==> config.mk <==
export PLATFORM = sky130hd
export DESIGN_NAME = mmio_timer_host_device
export DESIGN_NICKNAME = d
export VERILOG_FILES = /design/src/rtl/mmio_timer_host_device.sv
export SDC_FILE = /design/constraint.sdc
export NUM_CORES = 1
export LEC_CHECK = 0
export CORE_ASPECT_RATIO = 0.9
export CORE_MARGIN = 1.5
export CORE_UTILIZATION = 40
export CTS_CLUSTER_DIAMETER = 120
export DETAILED_ROUTE_END_ITERATION = 8
export MAX_ROUTING_LAYER = met4
export PLACE_DENSITY = 0.58
export SLEW_MARGIN = 20
export SYNTH_ARGS = -nofsm -noshare
export SYNTH_HDL_FRONTEND = slang
export SYNTH_SLANG_ARGS = --single-unit
==> constraint.sdc <==
create_clock -name CLK -period 7.7 [get_ports CLK]
set_input_delay 1.54 -clock CLK [delete_from_list [all_inputs] [get_ports CLK]]
set_output_delay 1.54 -clock CLK [all_outputs]
set_load 0.005 [all_outputs]
==> src/rtl/mmio_timer_host_device.sv <==
// MMIO responder: 64-bit machine timer (mtime/mtimecmp with prescaler),
// registered timer interrupt, and a tohost/fromhost pair whose tohost
// write with bit 0 set latches a sticky halt for simulation termination.
module mmio_timer_host_device #(
   parameter logic [31:0] BASE_ADDR = 32'h0200_0000,
   parameter int unsigned TICK_DIV  = 1
) (
   input  logic        CLK,
   input  logic        RESET,
   input  logic        in_read_enable,
   input  logic [31:0] in_read_address,
   input  logic        in_write_enable,
   input  logic [31:0] in_write_address,
   input  logic [31:0] in_write_data,
   output logic        out_read_hit,
   output logic        out_write_hit,
   output logic [31:0] out_read_data,
   output logic        out_read_exception_valid,
   output logic [3:0]  out_read_exception_code,
   output logic        out_write_exception_valid,
   output logic [3:0]  out_write_exception_code,
   output logic        out_timer_interrupt,
   output logic        out_halt,
   output logic [30:0] out_halt_code
);

   // Word indices of the mapped registers (offset[11:2]).
   localparam logic [9:0] IDX_MTIME_LO    = 10'd0;
   localparam logic [9:0] IDX_MTIME_HI    = 10'd1;
   localparam logic [9:0] IDX_MTIMECMP_LO = 10'd2;
   localparam logic [9:0] IDX_MTIMECMP_HI = 10'd3;
   localparam logic [9:0] IDX_TOHOST      = 10'd4;
   localparam logic [9:0] IDX_FROMHOST    = 10'd5;
   localparam logic [9:0] IDX_LAST        = IDX_FROMHOST;

   localparam logic [15:0] PRESC_MAX = 16'(TICK_DIV - 1);

   // Misalignment outranks an unmapped offset; 0 means no fault.
   function automatic logic [3:0] fault_code(input logic [11:0] off,
                                             input logic [3:0]  mis_code,
                                             input logic [3:0]  unmapped_code);
      if (off[1:0] != 2'b00)
         fault_code = mis_code;
      else if (off[11:2] > IDX_LAST)
         fault_code = unmapped_code;
      else
         fault_code = 4'd0;
   endfunction

   logic [63:0] mtime_reg,    mtime_next;
   logic [63:0] mtimecmp_reg, mtimecmp_next;
   logic [15:0] presc_reg,    presc_next;
   logic [31:0] tohost_reg,   tohost_next;
   logic [31:0] fromhost_reg, fromhost_next;
   logic        irq_reg,      irq_next;
   logic        halt_reg,     halt_next;
   logic [30:0] halt_code_reg, halt_code_next;

   logic        rd_active;
   logic [3:0]  rd_code;
   logic [9:0]  rd_idx;
   logic [31:0] rd_word;
   logic        wr_commit;
   logic [3:0]  wr_code;
   logic [9:0]  wr_idx;
   logic        tick;
   logic        wr_mtime;

   assign out_read_hit  = (in_read_address[31:12]  == BASE_ADDR[31:12]);
   assign out_write_hit = (in_write_address[31:12] == BASE_ADDR[31:12]);

   assign rd_code   = fault_code(in_read_address[11:0], 4'd4, 4'd5);
   assign rd_active = in_read_enable && out_read_hit;
   assign rd_idx    = in_read_address[11:2];

   assign wr_code   = fault_code(in_write_address[11:0], 4'd6, 4'd7);
   assign wr_commit = in_write_enable && out_write_hit && (wr_code == 4'd0);
   assign wr_idx    = in_write_address[11:2];

   assign out_read_exception_valid  = rd_active && (rd_code != 4'd0);
   assign out_read_exception_code   = out_read_exception_valid ? rd_code : 4'd0;
   assign out_write_exception_valid = in_write_enable && out_write_hit && (wr_code != 4'd0);
   assign out_write_exception_code  = out_write_exception_valid ? wr_code : 4'd0;

   // Combinational read mux over the pre-write register values.
   always_comb begin
      rd_word = 32'd0;
      case (rd_idx)
         IDX_MTIME_LO:    rd_word = mtime_reg[31:0];
         IDX_MTIME_HI:    rd_word = mtime_reg[63:32];
         IDX_MTIMECMP_LO: rd_word = mtimecmp_reg[31:0];
         IDX_MTIMECMP_HI: rd_word = mtimecmp_reg[63:32];
         IDX_TOHOST:      rd_word = tohost_reg;
         IDX_FROMHOST:    rd_word = fromhost_reg;
         default:         rd_word = 32'd0;
      endcase
   end

   assign out_read_data = (rd_active && (rd_code == 4'd0)) ? rd_word : 32'd0;

   // Next-state: software writes win over the timer tick; halt freezes the timer.
   always_comb begin
      mtime_next     = mtime_reg;
      mtimecmp_next  = mtimecmp_reg;
      presc_next     = presc_reg;
      tohost_next    = tohost_reg;
      fromhost_next  = fromhost_reg;
      halt_next      = halt_reg;
      halt_code_next = halt_code_reg;

      tick     = (presc_reg == PRESC_MAX) && !halt_reg;
      wr_mtime = wr_commit && ((wr_idx == IDX_MTIME_LO) || (wr_idx == IDX_MTIME_HI));

      if (wr_mtime)
         presc_next = 16'd0;
      else if (halt_reg)
         presc_next = presc_reg;
      else if (tick)
         presc_next = 16'd0;
      else
         presc_next = presc_reg + 16'd1;

      if (wr_commit && (wr_idx == IDX_MTIME_LO))
         mtime_next[31:0] = in_write_data;
      else if (wr_commit && (wr_idx == IDX_MTIME_HI))
         mtime_next[63:32] = in_write_data;
      else if (tick)
         mtime_next = mtime_reg + 64'd1;

      if (wr_commit && (wr_idx == IDX_MTIMECMP_LO))
         mtimecmp_next[31:0] = in_write_data;
      if (wr_commit && (wr_idx == IDX_MTIMECMP_HI))
         mtimecmp_next[63:32] = in_write_data;

      if (wr_commit && (wr_idx == IDX_TOHOST)) begin
         tohost_next = in_write_data;
         if (in_write_data[0] && !halt_reg) begin
            halt_next      = 1'b1;
            halt_code_next = in_write_data[31:1];
         end
      end

      if (wr_commit && (wr_idx == IDX_FROMHOST))
         fromhost_next = in_write_data;

      irq_next = (mtime_next >= mtimecmp_next);
   end

   // State registers with synchronous reset overriding writes and ticks.
   always_ff @(posedge CLK) begin
      if (RESET) begin
         mtime_reg     <= 64'd0;
         mtimecmp_reg  <= '1;
         presc_reg     <= 16'd0;
         tohost_reg    <= 32'd0;
         fromhost_reg  <= 32'd0;
         irq_reg       <= 1'b0;
         halt_reg      <= 1'b0;
         halt_code_reg <= 31'd0;
      end else begin
         mtime_reg     <= mtime_next;
         mtimecmp_reg  <= mtimecmp_next;
         presc_reg     <= presc_next;
         tohost_reg    <= tohost_next;
         fromhost_reg  <= fromhost_next;
         irq_reg       <= irq_next;
         halt_reg      <= halt_next;
         halt_code_reg <= halt_code_next;
      end
   end

   assign out_timer_interrupt = irq_reg;
   assign out_halt            = halt_reg;
   assign out_halt_code       = halt_code_reg;

endmodule

== After elaboration in Yosys (flattened, before gate mapping) ==
Cells that the tools add are included.

* Logic and storage cells: 69
* Bits of input ports: 100
* Bits in registers: 241
* Output and inout bits: 77

* Magnitude comparators: 3
* Equality and inequality tests: 12
* Reductions and logical operators: 28
* Add/sub/neg operators: 2
* Muxes and demuxes: 16

{| class="wikitable"
|+ Operators with widths
! kind !! count
|-
| two-way mux 32 bit || 7
|-
| case mux 32 bit (6 select lines) || 1
|-
| adder 64 x 1 -> 64 bit, second input constant || 1
|-
| >= comparator 64 bit || 1
|-
| two-way mux 64 bit || 1
|-
| == test 10 x 2 -> 1 bit, second input constant || 4
|-
| == test 10 x 3 -> 1 bit, second input constant || 4
|-
| == test 20 x 14 -> 1 bit, second input constant || 2
|-
| == test 10 x 1 -> 1 bit, second input constant || 2
|-
| greater-than comparator 10 x 3 -> 1 bit, second input constant || 2
|-
| logical NOT 10 bit || 2
|-
| adder 16 x 1 -> 16 bit, second input constant || 1
|-
| logical NOT 16 bit || 1
|-
| two-way mux 16 bit || 1
|-
| logical AND 1 bit || 15
|-
| two-way mux 3 bit || 4
|-
| logical NOT 4 bit || 2
|-
| two-way mux 4 bit || 2
|-
| nonzero test 4 bit || 2
|-
| nonzero test 2 bit || 2
|-
| AND reduction 2 bit || 1
|-
| OR reduction 2 bit || 1
|-
| logical NOT 1 bit || 1
|-
| logical OR 1 bit || 1
|}

== Longest topological paths before layout ==
Gate-level depths: netlist of run 1.

* Word-level depth: 9
* Mapped depth: 18
* Depth with buffers taken out: 17

== Least setup slack after synthesis of run 1 ==
No wires, ideal clock.

* Path type: input to register
* Start point: input in_write_address[1]
* End point: register irq_reg, in the netlist out_timer_interrupt
* Required time: 7567 ps
* Buffers on the path: 2
* Arrival: 5083 ps
* Setup time: 133 ps
* Cell stages on the path: 16
* Setup slack: 2485 ps
* Cell sequence: or4b_2 -> nor4_2 -> and3_1 -> buf_2 -> buf_2 -> nor2_1 -> a2bb2oi_1 -> o21ai_0 -> ha_1 -> nand2b_1 -> a2111oi_0 -> nor4_1 -> a2111oi_0 -> nor3_1 -> o41ai_1 -> a31oi_1

* Cells in the longest elaborated chain, start to end: 8

{| class="wikitable"
|+ RTL lines
! item !! RTL line !! text
|-
| start: declaration || 13 || <nowiki>input logic [31:0] in_write_address,</nowiki>
|-
| nonzero test 2 bit * || 42 || <nowiki>if (off[1:0] != 2'b00)</nowiki>
|-
| two-way mux 3 bit * || 42 ||
|-
| logical NOT 4 bit * || 77 || <nowiki>assign wr_commit = in_write_enable && out_write_hit && (wr_code == 4'd0);</nowiki>
|-
| logical AND 1 bit * || 77 ||
|-
| logical AND 1 bit || 125 || <nowiki>else if (wr_commit && (wr_idx == IDX_MTIME_HI))</nowiki>
|-
| two-way mux 32 bit || 125 ||
|-
| two-way mux 32 bit || 123 || <nowiki>if (wr_commit && (wr_idx == IDX_MTIME_LO))</nowiki>
|-
| >= comparator 64 bit * || 146 || <nowiki>irq_next = (mtime_next >= mtimecmp_next);</nowiki>
|-
| end signal: assignment || 166 || <nowiki>irq_reg <= irq_next;</nowiki>
|-
| end: declaration || 55 || <nowiki>logic irq_reg, irq_next;</nowiki>
|}

Every way passes the cells marked *; elsewhere a longest branch is shown, timed or not.
A chain may end at the register's enable or synchronous reset.

== Worst setup path after layout of run 1 ==
* Start point: input in_write_address[3]
* End point: register irq_reg, in the netlist out_timer_interrupt

* Cells in the longest elaborated chain, start to end: 9

{| class="wikitable"
|+ RTL lines
! item !! RTL line !! text
|-
| greater-than comparator 10 x 3 -> 1 bit || 44 || <nowiki>else if (off[11:2] > IDX_LAST)</nowiki>
|-
| two-way mux 3 bit || 44 ||
|-
| two-way mux 3 bit || 42 ||
|-
| logical NOT 4 bit || 77 ||
|-
| logical AND 1 bit || 77 ||
|-
| logical AND 1 bit || 125 ||
|-
| two-way mux 32 bit || 125 ||
|-
| two-way mux 32 bit * || 123 ||
|-
| named net mtime_next[5] || 50 || <nowiki>logic [63:0] mtime_reg, mtime_next;</nowiki>
|-
| >= comparator 64 bit * || 146 ||
|}

Mark *: on every way through the listed nets, which the timed path passes. The rest lies on a longest branch.

==> qor.txt, run 1 <==
Number of antenna violations at the first check in global routing - 0
Chip Width - 198 um
Delay of the slowest cell on the worst path - 0.76 ns
Category of the worst setup path capture point - flip-flop
Outcome - finished, final reports clean
Synth cell count leaders - nand2_1, dfxtp_1, a21oi_1, nor2_1, mux2i_1
Number of detailed-routing iterations run before antenna repair - 5
Ant diodes - 0
Core Area - 0.0338 mm^2
Maximum clock frequency - 159 MHz
Fraction of registers with async set/reset - 0%
Die area - 0.0353 mm^2
Hold violation total from the final report - 0
Count of boundary I/O pins - 177
Root Driver - clkbuf_16
Buffer depth of the longest clock path - 3
Fraction of final layout cells sized beyond drive strength 1 - 6.61%
Via count of the first global-routing pass - 12800
Total global-route track usage - 28.8%
Total grt overflow - 0
Die height - 178 um
Number of distinct library cells after synthesis - 79
Area delta synth->final - 22.2%
Pin count of the biggest net entering global routing - 101
Worst skew pair latency - 0.56 ns
Number of failing setup endpoints in the final timing report - 0
Cts bufs inserted - 28
Clock tree sinks - 241
Total Nets Final - 2009
Share of synthesized area occupied by flip-flops and latches - 35.3%
Placement-stage cell area - 0.0158 mm^2
Critical path data required time - 8.11 ns
Post CTS Setup Buffer Count - 0
Master of the slowest instance on the critical path - or4b_2
Cell type with the largest total area after synthesis - dfxtp_1
Leakage power - 5.80 nW
Hpwl dp - 34900 um
Vias per Instance - 5.83
Area share of the leading cell type in the synthesized netlist - 35.3%
Clock slew at the register clock pins of the worst setup and hold paths - 0.06 ns
Clock Skew - 0.0127 ns
Iteration-0 DRC count of the detailed router - 1212
Post-synthesis instance area - 0.0137 mm^2
Post-synthesis register bit count - 241
Launching element type of the critical path - input pin
Avg WL per Cell - 21.5 um
DRC errors left - 0
Critical path class - input pin to flip-flop
Count of instances resized after the clock tree is built - 0
Mapped Avg Cell Area - 7.98 um^2
Total length of routed wires - 49900 um
Worst path cell trace - clkdlybuf4s50_1 > or4b_2 > nor4_2 > and3_1 > buf_4 > nand2_1 > nor2_1 > a21oi_1 > ha_1 > a21oi_1 > nor2_1 > a2111oi_0 > nor3_1 > o41ai_1 > a31oi_1
Max-Slew Margin vs Limit - 27.2%
Number of antenna-violating nets in the routed design - 0
Number of synthesized flops with an enable pin - 0
CP max FO - 22
Path class of the lowest-slack min-delay path - flip-flop to flip-flop
Initial core utilization - 40.4%
Final period utilization - 81.8%
Cell count after synthesis - 1712
Synth warnings - 0
Max-Cap Viols - 0
Area contributors post-synth - dfxtp_1, nand2_1, a21oi_1
Setup_tns - 0 ns
Number of pins with negative max-slew slack in the final report - 0
Cell area after layout - 0.0167 mm^2
First-pass GRT wire length - 76200 um
Hold bufs inserted after CTS - 0
Top flip-flop cell by instance count after synthesis - dfxtp_1
Arrival time at the worst endpoint - 6.71 ns
Placer congestion estimate - 0.941
Peak supply drop - 0.177 mV
CTS tree - done
Top-count cell post-synth - nand2_1
Slew @ Worst Pin - 1.09 ns
DR vias - 13500
Setup repair after global routing missed its margin - no
Std cell rows - 64
Total number of H-tree levels - 1
Total power divided by cell area - 160 mW/mm^2
Count of buffers inserted at the top-level ports - 173
Final worst path period need - 6.30 ns
-- layer usage --
layer  share of wire, %  global-route usage [%]  vias up
li1                   -                       -     6453
met1                 46                    38.8     6534
met2                 46                    46.0      481
met3                6.9                    4.48       69
met4                1.7                    5.57        0
met5                  0                       -        -
-- layout by cell type, fill, tap and decap left out, drive strengths merged, types with 35 or more instances in the layout --
cell           netlist  routed
clkbuf              84      46
dfxtp              241     241
nor2               135     135
nand3               45      45
nand2b              66      66
nor3                47      47
clkdlybuf4s50        0     171
ha                  67      67
nand4               35      35
mux2i               98      98
buf                 24      35
nand2              298     298
a21oi              217     217
-- logic make-up after synthesis --
| family | count (synthesis) | synth area share [%] |
|---|---|---|
| AOI/OAI and AO/OA | 404 | 18.7 |
| buffers and inverters | 118 | 3.64 |
| muxes | 99 | 7.26 |
| and+or+nand+nor | 761 | 27.6 |
| adders and majority gates | 67 | 6.14 |
| xor gates and xnor gates | 21 | 1.35 |
| other | 1 | 0.0274 |
| DFF | 241 | 35.3 |
-- stage by stage --
stage               instances  util [%]  hold slack [ns]  setup WS [ns]  total power, mW
finish                   2323      49.4            0.449           1.40             2.66
CTS                      2323      49.4            0.450           1.47             2.68
global route             2323      49.4            0.465           1.16             2.74
detailed placement       2274      46.8            0.443          0.906             1.40
floorplan                1714         -            0.431           2.48             1.32
global placement         2273      46.7            0.437          0.816             1.40
-- critical path: cells and delay by family --
kind                       cells  cell delay [ns]
AOI/OAI and AO/OA              5             1.42
adders and majority gates      1             0.30
buffers and inverters          2             0.87
and+or+nand+nor                7             2.57
-- power by group --
group          internal, mW  leakage [nW]  switching (mW)
Clock                 0.761         0.437           0.525
Combinational        0.0615          3.42          0.0655
Sequential             1.25          1.94         0.00247
Total                  2.07          5.80           0.593
-- area by class of cell --
class	count	area, um^2
repair buffers	206	1980
clock buffers	46	870
clock inverters	3	15.0
fillers	3326	17100
flip-flops and latches	241	4820
multi-input cells	1355	8390
well taps	462	578
inverters	10	37.5
-- path summary, 6_finish.rpt --
path | startpoint | endpoint | depth (start not counted) | slack (ns)
worst max register to register | presc_reg[0] | out_timer_interrupt | 15 | 2.66
worst min-delay path | out_halt_code[15] | out_halt_code[15] | 2 | 0.45
worst max-delay path | in_write_address[3] | out_timer_interrupt | 15 | 1.40
worst min register to register | out_halt_code[15] | out_halt_code[15] | 2 | 0.45
Power figures use the tool's default switching activity.
==> inputs of run 2 (changes only) <==
clock period = 5.9 ns   (was 7.7 ns; I/O delays follow)
==> qor.txt, run 2 (synthesis gave the netlist of run 1 again) <==
Outcome - finished, final reports clean
Combinational cell fraction of total power - 4.8% (about the same)
First-pass GRT wire length - 77100 um (+1.1%)
Worst path cell trace - clkdlybuf4s50_1 > or3_1 > nor3_1 > nand2_1 > nor3_2 > buf_4 > mux2i_1 > ha_1 > a2111oi_0 > nor4_1 > a2111oi_0 > buf_4 > nor3_1 > o41ai_1 > a31oi_1
Clock slew at the register clock pins of the worst setup and hold paths - 0.06 ns (about the same)
CP max FO - 15 (-32%)
Fraction of final layout cells sized beyond drive strength 1 - 8.14% (+1.5 points)
Std cell rows - 64 (unchanged)
Launching element of the worst setup path - in_write_address[11]
Hpwl dp - 35900 um (+2.9%)
Initial core utilization - 40.4% (unchanged)
Clock tree sinks - 241 (unchanged)
DR vias - 13600 (+0.32%)
Launch instance of the worst min-delay path - out_halt_code[11]
Cell area after layout - 0.0169 mm^2 (+1.2%)
CTS tree - done
Highest-count cells in the layout ignoring fill and taps - nand2_1, dfxtp_1, a21oi_1
Placement-stage cell area - 0.0160 mm^2 (+1.2%)
Leakage power - 5.91 nW (+2.0%)
Hold violation total from the final report - 0 (unchanged)
Switching power of the nets - 0.842 mW (+42%)
Cell-internal power - 2.66 mW (+28%)
Master of the slowest instance on the critical path - a2111oi_0
Die height - 178 um (unchanged)
Worst Hold Margin - 0.448 ns (-0.000986 ns)
Clock Skew - 0.0390 ns (+0.0263 ns)
Switching Fraction - 24.1% (+1.8 points)
Number of antenna-violating nets in the routed design - 0 (unchanged)
Ant diodes - 0 (unchanged)
Clock network fraction of design power - 48.5% (+0.2 points)
Category of the worst setup path capture point - flip-flop
Non-filler cells, final - 2353 (+1.3%)
Placer congestion estimate - 1.02 (+8.1%)
Pin count of the biggest net entering global routing - 144 (+43%)
Number of antenna violations at the first check in global routing - 0 (unchanged)
Count of instances resized after the clock tree is built - 0 (unchanged)
Worst path bufs/invs - 3 (+1)
Die area - 0.0353 mm^2 (unchanged)
Number of pins with negative max-slew slack in the final report - 0 (unchanged)
Commonest non-fill, non-tap cell in the layout - nand2_1
Area delta synth->final - 23.6%
Count of boundary I/O pins - 177 (unchanged)
Cell family with most CP delay - compound AO/OA/AOI/OAI gates
Chip Width - 198 um (unchanged)
Post CTS Setup Buffer Count - 0 (unchanged)
Cell total after placement - 2299 (+1.1%)
Vias per Instance - 5.77 (-0.96%)
Setup repair after global routing missed its margin - no
Total number of H-tree levels - 1 (unchanged)
Critical path data required time - 6.35 ns (-1.76 ns)
Root Driver - clkbuf_16
Total global-route track usage - 29.4% (+0.52 points)
Arrival time at the worst endpoint - 5.77 ns (-0.94 ns)
Via count of the first global-routing pass - 12800 (+0.086%)
Launching element type of the critical path - input pin
Delay of the slowest cell on the worst path - 0.67 ns (-0.09 ns)
Final period utilization - 90.2%
Reg-to-reg startpoint - presc_reg[0]
DRC errors left - 0 (unchanged)
Number of detailed-routing iterations run before antenna repair - 6 (+1)
Max-Slew Margin vs Limit - 41.9% (+15 points)
Path class of the lowest-slack min-delay path - flip-flop to flip-flop
Total power divided by cell area - 207 mW/mm^2 (+30%)
Final worst path period need - 5.32 ns
Total length of routed wires - 50800 um (+1.9%)
Avg WL per Cell - 21.6 um (+0.60%)
Sequential power share - 46.6% (-0.4 points)
Iteration-0 DRC count of the detailed router - 1255 (+3.5%)
Total grt overflow - 0 (unchanged)
Count of buffers inserted at the top-level ports - 173 (unchanged)
Buffer depth of the longest clock path - 3 (unchanged)
Maximum clock frequency - 188 MHz
Peak supply drop - 0.195 mV (+10%)
Number of failing setup endpoints in the final timing report - 0 (unchanged)
Worst skew pair latency - 0.59 ns (+0.03 ns)
Critical path class - input pin to flip-flop
Hold bufs inserted after CTS - 0 (unchanged)
Slew @ Worst Pin - 0.868 ns (-0.220 ns)
Tot Pwr - 3.50 mW (+31%)
Cts bufs inserted - 29 (+3.6%)
Core Area - 0.0338 mm^2 (unchanged)
Total Nets Final - 2035 (+1.3%)
Max-Cap Viols - 0 (unchanged)
run 2: path summary, 6_finish.rpt:
path	end	slack (ns)	depth (start not counted)
max reg2reg	out_timer_interrupt	1.19	17
min reg2reg	out_halt_code[11]	0.45	2
max	out_timer_interrupt	0.58	15
min	out_halt_code[11]	0.45	2
run 2: final cells by class:
cell class / count / area [um^2]
sequential: 241 / 4820
tap: 462 / 578
clock inverter: 15 / 98.8
inverter: 10 / 37.5
multi-input combinational: 1355 / 8380
fill: 3343 / 16900
timing repair buffer: 231 / 2180
clock buffer: 39 / 793
run 2: power groups by stage:
stage                     registers (mW)  clock network, mW  logic [mW]
after floorplan                     1.67                  0      0.0552
after global placement              1.67                  0       0.167
after detailed placement            1.67                  0       0.168
after CTS                           1.63               1.72       0.169
after global routing                1.63               1.80       0.179
final                               1.63               1.70       0.169
run 2: metrics by stage:
step	setup TNS (ns)	worst slack, ns	util, %
final	0	0.581	50.0
after global routing	0	0.204	50.0
after CTS	0	0.560	50.0
after detailed placement	-0.0142	-0.0142	47.3
after global placement	0	0.0656	47.3
after floorplan	0	1.04	-
run 2: metal layers:
layer,vias to the layer above,track usage [%],share of wire (%)
li1,6516,-,-
met1,6463,38.6,45
met2,527,45.8,45
met3,74,5.90,7.8
met4,0,8.02,2.5
met5,-,-,0
run 2: worst reg2reg max path, stage by stage, from the launching register on:
cell and delay, ns:
dfxtp_1 0.36, inv_1 0.08, ha_1 0.15, nor4b_1 0.33, and4_1 0.58, nand3_1 0.27, a31oi_1 0.48, buf_4 0.26
nand4_1 0.12, xor2_1 0.20, a21oi_1 0.10, ha_1 0.31, a21oi_1 0.14, o21ai_0 0.18, a221oi_1 0.34, a21boi_0 0.14
o41ai_1 0.43, a31oi_1 0.13
